--- src/rtl/booth_mul_sched.sv ---
// Sequential radix-2 Booth multiplier shared by NREQ requesters via a round-robin scheduler.
// One multiply in flight; one Booth step per clock; results are tagged with the requester index.
module booth_mul_sched #(
    parameter int WIDTH = 4,
    parameter int NREQ  = 4,
    localparam int IDW  = (NREQ > 1) ? $clog2(NREQ) : 1
) (
    input  logic                    clk,
    input  logic                    rst_n,
    input  logic [NREQ-1:0]         req_valid,
    output logic [NREQ-1:0]         req_ready,
    input  logic [NREQ*WIDTH-1:0]   req_m,
    input  logic [NREQ*WIDTH-1:0]   req_q,
    output logic                    rsp_valid,
    input  logic                    rsp_ready,
    output logic [IDW-1:0]          rsp_id,
    output logic [2*WIDTH-1:0]      rsp_p
);

    localparam int CW = $clog2(WIDTH) + 1;

    typedef enum logic [1:0] {S_IDLE, S_RUN, S_DONE} state_t;

    state_t              r_state;
    logic [IDW-1:0]      r_ptr;
    logic [IDW-1:0]      r_id;
    logic [WIDTH:0]      r_m;
    logic [WIDTH:0]      r_acc;
    logic [WIDTH-1:0]    r_q;
    logic                r_qprev;
    logic [CW-1:0]       r_cnt;
    logic [2*WIDTH-1:0]  r_p;

    logic [NREQ-1:0]     w_grant;
    logic [IDW-1:0]      w_gidx;
    logic                w_found;
    logic                w_accept;
    logic [WIDTH-1:0]    w_m_sel;
    logic [WIDTH-1:0]    w_q_sel;
    logic [WIDTH:0]      w_sum;
    logic [WIDTH:0]      w_acc_next;
    logic [WIDTH-1:0]    w_q_next;

    function automatic logic [31:0] rr_idx(input logic [IDW-1:0] base, input int unsigned off);
        return (32'(base) + off) % NREQ;
    endfunction

    // First set request at or after r_ptr, wrapping modulo NREQ.
    always_comb begin
        w_grant = '0;
        w_gidx  = '0;
        w_found = 1'b0;
        for (int unsigned k = 0; k < NREQ; k++) begin
            if (!w_found && req_valid[rr_idx(r_ptr, k)]) begin
                w_found                   = 1'b1;
                w_gidx                    = IDW'(rr_idx(r_ptr, k));
                w_grant[rr_idx(r_ptr, k)] = 1'b1;
            end
        end
    end

    assign w_accept = (r_state == S_IDLE) && w_found;
    assign w_m_sel  = req_m[32'(w_gidx) * WIDTH +: WIDTH];
    assign w_q_sel  = req_q[32'(w_gidx) * WIDTH +: WIDTH];

    always_comb begin
        case ({r_q[0], r_qprev})
            2'b10:   w_sum = r_acc - r_m;
            2'b01:   w_sum = r_acc + r_m;
            default: w_sum = r_acc;
        endcase
    end

    // Arithmetic shift of {acc, q, q_prev}; q_prev picks up the old q[0].
    assign w_acc_next = {w_sum[WIDTH], w_sum[WIDTH:1]};
    assign w_q_next   = {w_sum[0], r_q[WIDTH-1:1]};

    always_ff @(posedge clk or negedge rst_n) begin
        if (!rst_n) begin
            r_state <= S_IDLE;
            r_ptr   <= '0;
            r_id    <= '0;
            r_m     <= '0;
            r_acc   <= '0;
            r_q     <= '0;
            r_qprev <= 1'b0;
            r_cnt   <= '0;
            r_p     <= '0;
        end else begin
            case (r_state)
                S_IDLE: begin
                    if (w_accept) begin
                        r_m     <= {w_m_sel[WIDTH-1], w_m_sel};
                        r_q     <= w_q_sel;
                        r_id    <= w_gidx;
                        r_acc   <= '0;
                        r_qprev <= 1'b0;
                        r_cnt   <= '0;
                        r_state <= S_RUN;
                    end
                end
                S_RUN: begin
                    r_acc   <= w_acc_next;
                    r_q     <= w_q_next;
                    r_qprev <= r_q[0];
                    r_cnt   <= r_cnt + 1'b1;
                    if (r_cnt == CW'(WIDTH - 1)) begin
                        r_p     <= {w_acc_next[WIDTH-1:0], w_q_next};
                        r_state <= S_DONE;
                    end
                end
                S_DONE: begin
                    if (rsp_ready) begin
                        r_ptr   <= (r_id == IDW'(NREQ - 1)) ? '0 : r_id + 1'b1;
                        r_state <= S_IDLE;
                    end
                end
                default: r_state <= S_IDLE;
            endcase
        end
    end

    assign req_ready = (rst_n && r_state == S_IDLE) ? w_grant : '0;
    assign rsp_valid = (r_state == S_DONE);
    assign rsp_id    = r_id;
    assign rsp_p     = r_p;

endmodule

--- config.mk ---
export PLATFORM = sky130hd
export DESIGN_NAME = booth_mul_sched
export DESIGN_NICKNAME = d
export VERILOG_FILES = /design/src/rtl/booth_mul_sched.sv
export SDC_FILE = /design/constraint.sdc
export NUM_CORES = 1
export LEC_CHECK = 0
export BUFFER_PORTS_ARGS = -buffer_cell sky130_fd_sc_hd__buf_2
export CELL_PAD_IN_SITES_DETAIL_PLACEMENT = 0
export CELL_PAD_IN_SITES_GLOBAL_PLACEMENT = 1
export CORE_MARGIN = 1
export CORE_UTILIZATION = 37
export DETAILED_ROUTE_END_ITERATION = 7
export HOLD_SLACK_MARGIN = 0.12
export MAX_ROUTING_LAYER = met4
export PLACE_DENSITY_LB_ADDON = 0.1
export SETUP_SLACK_MARGIN = 0.3
export SYNTH_ARGS = -nofsm -noshare
export SYNTH_HDL_FRONTEND = slang
export SYNTH_SLANG_ARGS = --single-unit
--- constraint.sdc ---
create_clock -name clk -period 3.4 [get_ports clk]
set_clock_uncertainty 0.05 [all_clocks]
set_input_delay 0.68 -clock clk [delete_from_list [all_inputs] [get_ports clk]]
set_output_delay 0.68 -clock clk [all_outputs]
set_load 0.01 [all_outputs]
==> out/summary.txt <==
Hold Path Class - input pin to asynchronous set/reset pin
CP bufs+invs - 2
CP peak stage delay - 630 ps
First DRT Iteration DRCs - 47
Sequential power share - 22.9%
Global-route wire length before repair - 8.36 mm
Max layer used - met4
Largest net degree at the start of global routing - 31
# DRC - 0
Net switching power - 1260 uW
Power Internal - 1570 uW
Core Area - 5570 um^2
Final Cycle Share - 90.4%
CTS tree - built
Routed Antenna Nets - 0
Routed WL per cell - 14.0 um
Req. time, crit path - 2670 ps
Final Slew Violations - 0
Post-synth EDFFs - 0
Most common cell after layout, fill and taps aside - buf_2
FP Rows - 27
Initial antenna violation count - 0
Run status - completed
WL met1 - 2.06 mm
H-Tree Depth - 2
CTS max path bufs - 2
Total GRT Usage - 18.0%
Clk_lat worst skew - 280 ps
Nets@finish - 332
Die area - 6150 um^2
Largest cells by area after synthesis - dfrtp_1 (35%), ha_1 (9.8%), mux2i_1 (8.8%)
Post-Syn Area - 2160 um^2
Clk network pwr share - 9.3%
CP max FO - 7
Syn Area/Cell - 10.1 um^2
I/O pins - 54
Area delta synth->final - 22.8%
Crit-path slowest cell - mux4_2
Final setup vio count - 0
Crit Path Class - register to primary output
Yosys reg bits - 30
Total Wirelength - 4.86 mm
CP Cell Sequence - inv_2, ha_4, mux4_2, nor2b_4, a22oi_1, nor2_1, a221oi_2, nor2_1, buf_2
Gp weighted congestion - 0.690
Setup_tns - 0 ps
Die X - 78.4 um
P per Cell Area - 1070 nW/um^2
DP Cell Count - 336
CP dominant cell by count - nor2_1
Clk root buf - clkbuf_8
CTS Hold Buffers Added - 0
Synth top area share - 34.8%
CTS clk-pin slew, worst paths - 60 ps
Starting density of the core - 38.7%
Logic pwr share - 67.8%
Seq/Total Area, Yosys - 34.8%
Ant diodes - 0
CP endpoint kind - primary output
Final instance area - 2650 um^2
DR WL met3 - 128 um
Vias/cell - 5.19
Ys async rst share - 100%
Worst Tran Pin Value - 514 ps
Sw frac - 44.6%
Slew Limit Headroom - 65.8%
Cts bufs inserted - 5
Warnings, synthesis - 0
Syn Nets - 271
Unique masters post-synth - 46
Lkg Pwr - 0.00131 uW
RSZ-0062 raised after global routing - true
Via count - 1,800
Fraction of layout cells with a size suffix above 1 - 34.2%
First-pass iteration count of the detailed router - 4
Worst path top cell family by delay - multiplexers
Die Height - 78.4 um
Port bufs - 53
Met2 wire length - 2.63 mm
Finished Layout Cells - 347
Post-DP HPWL - 3.71 mm
Clk sinks - 30
Final min period - 3070 ps
Fmax achieved - 325 MHz
Hold Violations, Final - 0
Peak VDD IR - 0.459 mV
Worst EP arrival - 2340 ps
Vias in the first global route - 1,759
Total gr overflow - 0
Commonest non-fill, non-tap cells in the layout - buf_2 (53), dfrtp_1 (30), nor2_1 (19), nand2_1 (19), mux2i_1 (19)
Synth area leader - dfrtp_1
Gate Count Post-Synth - 214
Max-cap viol count - 0
CP startpoint kind - register
Dominant synthesized flop cell - dfrtp_1
DP Area - 2520 um^2
worst reg2reg max path: stages (launching register included):
cell and delay (ps):
dfrtp_1 350, inv_2 70, ha_4 270, mux4_2 630
nor2b_4 250, nor2_4 60, o22ai_4 350, mux2i_1 270
o22ai_1 100, a311o_1 320
cell usage after synthesis, types with 5 or more instances:
| cell type | count |
|---|---|
| mux2_2 | 6 |
| dfrtp_1 | 30 |
| a21oi_1 | 9 |
| clkbuf_1 | 5 |
| o21ai_0 | 9 |
| inv_1 | 10 |
| xnor2_1 | 5 |
| ha_1 | 17 |
| nor2_1 | 19 |
| o221ai_1 | 5 |
| mux2i_1 | 19 |
| nand2_1 | 19 |
flip-flops by register name, indices dropped and copies added, names as in the netlist:
register	cells
r_acc	4
r_q	4
rsp_p	8
r_m	4
rsp_id	2
r_qprev	1
r_ptr	2
r_cnt	3
r_state	2
logic make-up (layout without fill, tap and decap cells):
logic type	count (synthesis)	count (layout)	synth area share (%)
buffers and inverters	21	82	4.92
adder cells (fa/ha/maj)	18	18	10.8
flip-flops	30	30	34.8
AND/OR/NAND/NOR	56	56	12.5
XOR/XNOR	7	7	2.84
AO/OA/AOI/OAI	53	53	18.1
multiplexers	29	29	16.1
through the flow:
step	hold slack [ps]	setup WS, ps	power [uW]	util [%]
final	373	325	2830	47.6
after global routing	417	213	3120	47.6
after CTS	387	315	2830	46.9
after detailed placement	422	356	2530	45.2
after global placement	412	384	2530	45.2
after floorplan	334	325	2120	-
area by class of cell:
type / instances / area (um^2)
Fill cell: 568 / 2920
Multi-Input combinational cell: 163 / 1350
Sequential cell: 30 / 751
Timing Repair Buffer: 64 / 348
Tap cell: 72 / 90.1
Clock buffer: 7 / 76.3
Inverter: 11 / 41.3
worst paths after layout:
kind,start,endpoint,slack (ps),cells past startpoint
setup reg to reg,r_ptr[1],r_q[3],550,9
min in group clk,rsp_p[7],rsp_p[7],430,2
setup / recovery,r_ptr[1],req_ready[0],330,9
max in group asynchronous,rst_n,r_m[0],2650,2
hold / removal,rst_n,r_state[1],370,2
hold reg to reg,rsp_p[7],rsp_p[7],430,2
power groups by stage:
stage	sequential, uW	clock, uW	combinational, uW
6_report	649	263	1920
5_1_grt	674	289	2160
4_1_cts	651	273	1900
3_5_place_dp	656	0	1870
3_3_place_gp	655	0	1880
2_1_floorplan	664	0	1460
timing repair:
item,in CTS,in global routing
gates cloned,0,0
setup buffers,2,2
pin swaps,2,2
gates resized for setup,2,5
endpoints found under the setup margin,4,4
routing by layer:
| layer | up-vias | track usage (%) |
|---|---|---|
| met5 | - | - |
| met4 | 0 | 4.44 |
| met1 | 875 | 20.0 |
| met3 | 4 | 3.84 |
| met2 | 25 | 32.7 |
| li1 | 896 | - |
(Power assumes the default switching activity.)
